[config.mk]
export PLATFORM = sky130hd
export DESIGN_NAME = bht_btb_sat
export DESIGN_NICKNAME = d
export VERILOG_FILES = /design/src/rtl/bht_btb_sat.sv
export SDC_FILE = /design/constraint.sdc
export NUM_CORES = 1
export LEC_CHECK = 0
export ABC_AREA = 1
export CAP_MARGIN = 15
export CORE_MARGIN = 5
export CORE_UTILIZATION = 30
export DETAILED_ROUTE_END_ITERATION = 16
export SLEW_MARGIN = 25
export SYNTH_ARGS = -nofsm -noshare
export SYNTH_HDL_FRONTEND = slang
export SYNTH_SLANG_ARGS = --single-unit
[constraint.sdc]
create_clock -name clk -period 2.37 [get_ports clk]
set_input_delay 0.474 -clock clk [delete_from_list [all_inputs] [get_ports clk]]
set_output_delay 0.474 -clock clk [all_outputs]
set_load 0.05 [all_outputs]
[src/rtl/bht_btb_sat.sv]
// rtl/bht_btb_sat.sv - direct-mapped branch history/target buffer with saturating counters
module bht_btb_sat #(
    parameter int ADDR_W = 32,
    parameter int IDX_W  = 3,
    parameter int CTR_W  = 2,
    parameter int STAT_W = 16
) (
    input  logic              clk,
    input  logic              rst_n,
    input  logic              lk_valid,
    input  logic [ADDR_W-1:0] lk_pc,
    output logic              lk_rsp_valid,
    output logic              lk_hit,
    output logic              lk_taken,
    output logic [ADDR_W-1:0] lk_target,
    input  logic              upd_valid,
    input  logic [ADDR_W-1:0] upd_pc,
    input  logic              upd_taken,
    input  logic [ADDR_W-1:0] upd_target,
    input  logic              upd_pred,
    input  logic              flush,
    input  logic              clr_stats,
    output logic [STAT_W-1:0] stat_lookups,
    output logic [STAT_W-1:0] stat_hits,
    output logic [STAT_W-1:0] stat_mispred
);
    localparam int ENTRIES = 2 ** IDX_W;
    localparam int TAG_W   = ADDR_W - IDX_W - 2;
    localparam logic [CTR_W-1:0] WEAK_NT = CTR_W'((2 ** (CTR_W - 1)) - 1);
    localparam logic [CTR_W-1:0] WEAK_T  = CTR_W'(2 ** (CTR_W - 1));
    localparam logic [CTR_W-1:0] CTR_MAX = '1;
    localparam logic [CTR_W-1:0] CTR_MIN = '0;
    localparam logic [STAT_W-1:0] STAT_MAX = '1;

    logic [ENTRIES-1:0] valid_q;
    logic [TAG_W-1:0]   tag_q [ENTRIES];
    logic [ADDR_W-1:0]  tgt_q [ENTRIES];
    logic [CTR_W-1:0]   ctr_q [ENTRIES];

    logic [IDX_W-1:0] lk_idx, upd_idx;
    logic [TAG_W-1:0] lk_tag, upd_tag;
    logic             lk_hit_c, upd_hit_c;
    logic             unused_pc_bits;

    // The low two PC bits are the instruction byte offset and never select an entry.
    assign unused_pc_bits = ^{lk_pc[1:0], upd_pc[1:0]};

    assign lk_idx    = lk_pc[IDX_W+1:2];
    assign lk_tag    = lk_pc[ADDR_W-1:IDX_W+2];
    assign upd_idx   = upd_pc[IDX_W+1:2];
    assign upd_tag   = upd_pc[ADDR_W-1:IDX_W+2];
    assign lk_hit_c  = valid_q[lk_idx] && (tag_q[lk_idx] == lk_tag);
    assign upd_hit_c = valid_q[upd_idx] && (tag_q[upd_idx] == upd_tag);

    // Registered lookup response from pre-update table state; holds when idle.
    always_ff @(posedge clk or negedge rst_n) begin
        if (!rst_n) begin
            lk_rsp_valid <= 1'b0;
            lk_hit       <= 1'b0;
            lk_taken     <= 1'b0;
            lk_target    <= '0;
        end else begin
            lk_rsp_valid <= lk_valid;
            if (lk_valid) begin
                lk_hit    <= lk_hit_c;
                lk_taken  <= lk_hit_c && ctr_q[lk_idx][CTR_W-1];
                lk_target <= lk_hit_c ? tgt_q[lk_idx] : '0;
            end
        end
    end

    // Table maintenance: flush wins over update; hits train, misses allocate.
    always_ff @(posedge clk or negedge rst_n) begin
        if (!rst_n) begin
            valid_q <= '0;
            for (int i = 0; i < ENTRIES; i++) begin
                tag_q[i] <= '0;
                tgt_q[i] <= '0;
                ctr_q[i] <= WEAK_NT;
            end
        end else if (flush) begin
            valid_q <= '0;
            for (int i = 0; i < ENTRIES; i++) begin
                ctr_q[i] <= WEAK_NT;
            end
        end else if (upd_valid) begin
            if (upd_hit_c) begin
                if (upd_taken) begin
                    tgt_q[upd_idx] <= upd_target;
                    if (ctr_q[upd_idx] != CTR_MAX)
                        ctr_q[upd_idx] <= ctr_q[upd_idx] + CTR_W'(1);
                end else if (ctr_q[upd_idx] != CTR_MIN) begin
                    ctr_q[upd_idx] <= ctr_q[upd_idx] - CTR_W'(1);
                end
            end else begin
                valid_q[upd_idx] <= 1'b1;
                tag_q[upd_idx]   <= upd_tag;
                tgt_q[upd_idx]   <= upd_target;
                ctr_q[upd_idx]   <= upd_taken ? WEAK_T : WEAK_NT;
            end
        end
    end

    // Saturating performance counters; clear beats same-cycle increments.
    always_ff @(posedge clk or negedge rst_n) begin
        if (!rst_n) begin
            stat_lookups <= '0;
            stat_hits    <= '0;
            stat_mispred <= '0;
        end else if (clr_stats) begin
            stat_lookups <= '0;
            stat_hits    <= '0;
            stat_mispred <= '0;
        end else begin
            if (lk_valid && stat_lookups != STAT_MAX)
                stat_lookups <= stat_lookups + STAT_W'(1);
            if (lk_valid && lk_hit_c && stat_hits != STAT_MAX)
                stat_hits <= stat_hits + STAT_W'(1);
            if (upd_valid && (upd_pred != upd_taken) && stat_mispred != STAT_MAX)
                stat_mispred <= stat_mispred + STAT_W'(1);
        end
    end
endmodule

==> run metrics, run 1 <==
H-tree depth 3; first-pass GRT wire length 176,500 µm; share of the yosys chip area belonging to registers 46.33%; initial antenna violation count 12; FP Rows 118; Crit Path Class reg2reg; nets 4,900; Synth async-reset ratio 100.0%; Synth Flop Type dfrtp_1; Die Ht 333.0 µm; outcome complete, but fails checks; final worst setup slack -0.2446 ns; CTS tree yes; All-Layer GR Usage 20.06%; DR iter-0 viols 3,550; Post-Synthesis Net Count 4,478; measured slew at the worst slew-check pin 0.8155 ns; setup TNS -75.35 ns; Power Dens Cells 740.3 nW/µm²; Initial Util 30.24%; Setup Skew 0.03996 ns; area leader, netlist dfrtp_1; layout cells sized above 1 21.14%; global route overflow 0; DP HPWL 73,420 µm; placed instance count 5,996; Hold Slack 0.3694 ns; CTS buffer count 73; YS warnings 0; PortBufs 182; number of global-route vias before repair 29.70k; Worst IR Drop VDD 0.6457 mV; RSZ-0062 raised after global routing true; vias post-DR 31.99k; Fillers 10.28k; Yosys cell types 39; max-cap viol count 0; Synth top area share 45.66%; Routed WL per cell 19.85 µm; Critical Path RT 2.96 ns; Rel. slew slack 45.64%; critical path fanouts, max 8; I/O pin count 187; worst hold path type in2async; die area 110,900 µm²; Synth Area per Inst 7.162 µm²; count of final setup violators 525; Residual DRC 0; Root Driver clkbuf_16; Final Critical Period 2.615 ns; startpoint types flop; Die X 333.0 µm; Critical Path End Type flop; post-synthesis instance total 4,369; Leakage Power 0.02045 µW; 1st-pass router iterations 6; largest net degree at the start of global routing 131; Synth area leaders dfrtp_1 46%, nand2_1 17%, nand3_1 8.4%; final hold violation count 0; flops & latches, synth 579; Clock Latency Late Sink 0.67 ns; CTS clk-pin slew, worst paths 0.06 ns; Post-synth EDFFs 0; count leader, synth nand2_1; Area growth syn-to-layout 37.68%; top achievable clock speed 382.5 MHz; Max clock buf depth 3; failing checks negative setup slack; Final ANT Viol Nets 0; Worst EP arrival 3.20 ns; vias per cell 5.130; Non-Filler Instances 6,236; top cells by count, synth 1,431 x nand2_1, 571 x dfrtp_1, 523 x nand3_1; drt total wl 123,800 µm; GP Congestion 0.8923; Tcrit/Tclk final 110.3%; Slew Limit Fails 0; CORE AREA 103,500 µm²; netlist area before placement 31,290 µm²; TritonCTS Sinks 579
-- path summary, 6_finish.rpt --
| path | start | end | slack (ns) | depth (start not counted) |
|---|---|---|---|---|
| setup / recovery | tag_q[31] | tgt_q[149] | -0.24 | 18 |
| hold / removal | rst_n | tag_q[143] | 0.37 | 2 |
| setup reg to reg | tag_q[31] | tgt_q[149] | -0.24 | 18 |
| hold reg to reg | tgt_q[237] | tgt_q[237] | 0.46 | 2 |
| max in group asynchronous | rst_n | lk_target[5] | 1.16 | 3 |
| min in group clk | lk_valid | lk_rsp_valid | 0.41 | 2 |
-- per-stage QoR --
step | worst slack (ns) | area, µm² | total power [µW] | utilization [%]
global route | -0.3122 | 43070 | 33480 | 41.61
CTS | -0.1793 | 40710 | 31130 | 39.33
finish | -0.2446 | 43080 | 31890 | 41.63
floorplan | -0.1433 | 31520 | 16360 | -
detailed placement | -1.258 | 37370 | 19010 | 36.10
global placement | -1.224 | 37370 | 18850 | 36.10
-- layer usage --
layer	vias up	share of wire, %	global-route usage [%]
met5	-	0.018	0
met2	1342	46	31.80
met4	4	3.9	7.828
met1	15457	42	27.16
met3	264	8.2	3.925
li1	14923	-	-
-- cell type report --
cell class | instances | area (µm²) | share of cell area (%)
clock inverter | 24 | 367.9 | 0.8538
clock buffer | 108 | 2171 | 5.039
antenna | 8 | 20.02 | 0.04647
timing repair buffer | 670 | 7423 | 17.23
inverter | 428 | 1642 | 3.810
sequential | 579 | 14500 | 33.65
multi-input combinational | 3039 | 15230 | 35.36
tap | 1380 | 1727 | 4.008
-- cell usage in the layout (no fill, tap or decap), drive strengths merged, types with 67 or more instances in the layout --
cell type	n
clkdlybuf4s50	167
inv	426
buf	472
o211ai	67
nand2	1445
dfrtp	571
o21ai	481
clkbuf	137
nand3	523
nor2	313
-- flip-flops by register name, indices dropped and copies added, names as in the netlist --
| register | flops |
|---|---|
| lk_rsp_valid | 1 |
| lk_taken | 1 |
| tag_q | 216 |
| lk_hit | 1 |
| lk_target | 32 |
| ctr_q | 16 |
| tgt_q | 256 |
| stat_lookups | 16 |
| valid_q | 8 |
| stat_hits | 16 |
| stat_mispred | 16 |
-- logic make-up (layout without fill, tap and decap cells) --
logic type | after synthesis | count (layout) | synth area share (%)
AOI/OAI and AO/OA | 708 | 708 | 12.85
DFF | 579 | 579 | 46.33
buffers and inverters | 754 | 1230 | 10.10
other | 0 | 8 | 0
adders and majority gates | 5 | 5 | 0.1999
and+or+nand+nor | 2323 | 2326 | 30.51
-- critical path, cell delays in order (launching register included) --
cell and delay, ns:
dfrtp_1 0.40, buf_6 0.12, o211ai_1 0.18, nand2_2 0.11, nor2_2 0.11, nand2_1 0.07
nand2_2 0.13, nand2_1 0.07, nor2_1 0.11, nand2_2 0.10, nor2_4 0.13, nand2_4 0.08
nand2_4 0.10, buf_12 0.16, nand2_8 0.14, nand2_8 0.22, clkbuf_16 0.20, nand2_2 0.05
nand2_1 0.06
-- where the power goes --
part	internal [µW]	switching [µW]	total, µW	leakage (µW)
Combinational	3030	4160	7190	0.0119
Sequential	11800	1050	12800	0.00727
Clock	7060	4810	11900	0.00125
Total	21900	10000	31900	0.0204
-- repair_timing --
action                                  4_1_cts  5_1_grt
hold buffers                                  1        0
gates cloned                                 10       41
endpoints found under the setup margin      556      573
setup buffers                                33       28
pin swaps                                    19       68
endpoints found under the hold margin        29        0
resized for setup                           103      464
Power figures use the tool's default switching activity.
==> inputs of run 2 (changes only) <==
--- a/config.mk
+++ b/config.mk
@@ -7,9 +7,12 @@
 export LEC_CHECK = 0
 export ABC_AREA = 1
 export CAP_MARGIN = 15
+export CELL_PAD_IN_SITES_DETAIL_PLACEMENT = 2
+export CELL_PAD_IN_SITES_GLOBAL_PLACEMENT = 2
 export CORE_MARGIN = 5
 export CORE_UTILIZATION = 30
 export DETAILED_ROUTE_END_ITERATION = 16
+export PLACE_DENSITY_LB_ADDON = 0.1
 export SLEW_MARGIN = 25
 export SYNTH_ARGS = -nofsm -noshare
 export SYNTH_HDL_FRONTEND = slang
==> run 2 against run 1 <==
Net effect: the run still ends with negative setup slack left; critical endpoint is now ctr_q[11]; critical path type unchanged; flip-flop and latch count unchanged; clock power hardly changed; sequential share of layout area shrank 3.6 points; maximum frequency fell by 13%; cell area grew 12%; first-iteration DRC count decreased by 29%; total power up 7.9%; die area unchanged; utilization up 5.1 points.
==> run metrics, run 2 (synthesis gave the netlist of run 1 again) <==
R2R Path Start tag_q[85]; PortBufs 182; Die Ht 333.0 µm; Leakage Power 0.02224 µW; die area 110,900 µm²; Max clock buf depth 3; H-tree depth 3; nets 5,078; initial antenna violation count 14; Rel. slew slack 33.89%; Power Dens Cells 712.3 nW/µm²; commonest non-fill, non-tap cell in the layout nand2_1; CTS tree yes; CTS buffer count 76; Tcrit/Tclk final 127.5%; global route overflow 0; Setup Skew 0.04247 ns; outcome complete, but fails checks; 1st-pass router iterations 5; final hold violation count 0; first-pass GRT wire length 239,600 µm; I/O pin count 187; largest net degree at the start of global routing 131; FP Rows 118; Crit Path Class reg2reg; Critical Path RT 2.97 ns; Final ANT Viol Nets 0; count of final setup violators 570; Multi-input gate area 17,790 µm²; NetSw 12,060 µW; final worst setup slack -0.6516 ns; RSZ-0062 raised after global routing true; Critical Path End Type flop; register-to-register setup slack -0.65 ns; register area 14,500 µm²; Routed WL per cell 28.81 µm; drt total wl 184,600 µm; layout cells sized above 1 33.66%; TritonCTS Sinks 579; Die X 333.0 µm; Cell Int Power 22,360 µW; Non-Filler Instances 6,406; setup TNS -249.04 ns; Net Sw Frac 35.03%; placed instance count 6,050; Clock Latency Late Sink 0.68 ns; logic gate share of total power 27.6%; critical path fanouts, max 5; DR iter-0 viols 2,533; r2r endpoint ctr_q[11]; max FFs per register 256; number of global-route vias before repair 37.34k; vias post-DR 35.47k; vias per cell 5.537; sequential power share 38.1%; Fillers 11.07k; clock group share of total power 34.3%; Worst EP arrival 3.62 ns; worst hold path type in2async; max-cap viol count 0; DP HPWL 94,660 µm; top flop regs tgt_q x256, tag_q x216, lk_target x32; Residual DRC 0; Root Driver clkbuf_16; top achievable clock speed 330.9 MHz; measured slew at the worst slew-check pin 0.9917 ns; Initial Util 30.24%; most frequent cells in the layout 1,014 x nand2_1, 571 x dfrtp_1, 383 x buf_4, 360 x inv_1, 331 x o21ai_0; Worst IR Drop VDD 0.5464 mV; failing checks negative setup slack; Final Critical Period 3.022 ns; Slew Limit Fails 0; Reg with most FFs tgt_q; worst reg2reg path depth 20; All-Layer GR Usage 28.20%; CORE AREA 103,500 µm²; CTS clk-pin slew, worst paths 0.06 ns; Area growth syn-to-layout 54.41%; GP Congestion 0.8207; startpoint types flop
[run 2: cell types whose count changed in the layout (fill, tap and decap cells not counted), moves of 51 or more]
cell,previous run,this run
nand2_1,1201,1014
buf_12,85,144
nand3_2,46,225
buf_4,332,383
nand2_4,59,129
nand2_2,175,288
o21ai_0,403,331
nand3_1,475,253
[run 2: per-stage QoR]
| step | hold slack, ns | cell area [µm²] | total power, µW | worst slack (ns) | utilization (%) |
|---|---|---|---|---|---|
| 2_1_floorplan | 0.1784 | 31520 | 16360 | -0.1433 | - |
| 3_3_place_gp | 0.3676 | 37790 | 19400 | -1.344 | 36.51 |
| 3_5_place_dp | 0.3631 | 37790 | 19760 | -1.404 | 36.51 |
| 4_1_cts | 0.2527 | 44200 | 32520 | -0.3209 | 42.71 |
| 5_1_grt | 0.2833 | 48310 | 35840 | -0.6817 | 46.68 |
| 6_report | 0.2622 | 48320 | 34420 | -0.6516 | 46.69 |
[run 2: critical path, cell delays in order, from the launching register on]
cell and delay (ns):
dfrtp_1 0.39, inv_1 0.11, nand2_1 0.11, nand3_1 0.17
nand2_1 0.14, o21ai_1 0.25, nand2_2 0.14, nand2_1 0.09
nor2_1 0.05, nand2_1 0.10, nor2_4 0.06, buf_4 0.13
buf_4 0.12, buf_4 0.12, buf_4 0.14, nand3_2 0.09
nand2_4 0.10, clkbuf_16 0.18, nor2_1 0.20, nand3_1 0.16
nand2_1 0.10
[run 2: worst max-delay path by stage]
stage | start | to | cells past startpoint
global placement | upd_pc[3] | tgt_q[188] | 21
floorplan | upd_pc[2] | tgt_q[184] | 20
global route | tag_q[85] | tgt_q[158] | 21
detailed placement | upd_pc[3] | tgt_q[106] | 21
finish | tag_q[85] | ctr_q[11] | 20
CTS | upd_pc[4] | tgt_q[137] | 26
[run 2: per-layer routing]
layer | share of wire [%] | vias up | GRT usage [%]
li1 | - | 15308 | -
met1 | 43 | 18540 | 37.68
met2 | 46 | 1174 | 46.52
met5 | 0.062 | - | 0
met3 | 6.4 | 431 | 5.636
met4 | 4.0 | 16 | 8.277
[run 2: layout make-up]
| class | instances | area share, % |
|---|---|---|
| inverters | 428 | 3.405 |
| diodes | 2 | 0.01036 |
| clock inverters | 12 | 0.2538 |
| multi-input cells | 3039 | 36.82 |
| well taps | 1380 | 3.574 |
| clock buffers | 121 | 4.747 |
| repair buffers | 845 | 21.18 |
| flip-flops and latches | 579 | 30.01 |
[run 2: what timing repair did]
action / CTS / global route
endpoints found under the setup margin: 593 / 599
hold buffers: 1 / 0
pin swaps: 118 / 275
gates resized for setup: 408 / 1033
hold endpoints to repair: 34 / 0
gates cloned: 61 / 47
buffers inserted: 84 / 91
[run 2: power by group through the flow]
stage | Clock, µW | Combinational (µW) | Sequential [µW]
finish | 11800 | 9490 | 13100
global placement | 0 | 6650 | 12700
CTS | 11900 | 7930 | 12700
global route | 12400 | 10200 | 13200
detailed placement | 0 | 6930 | 12800
floorplan | 0 | 3790 | 12600
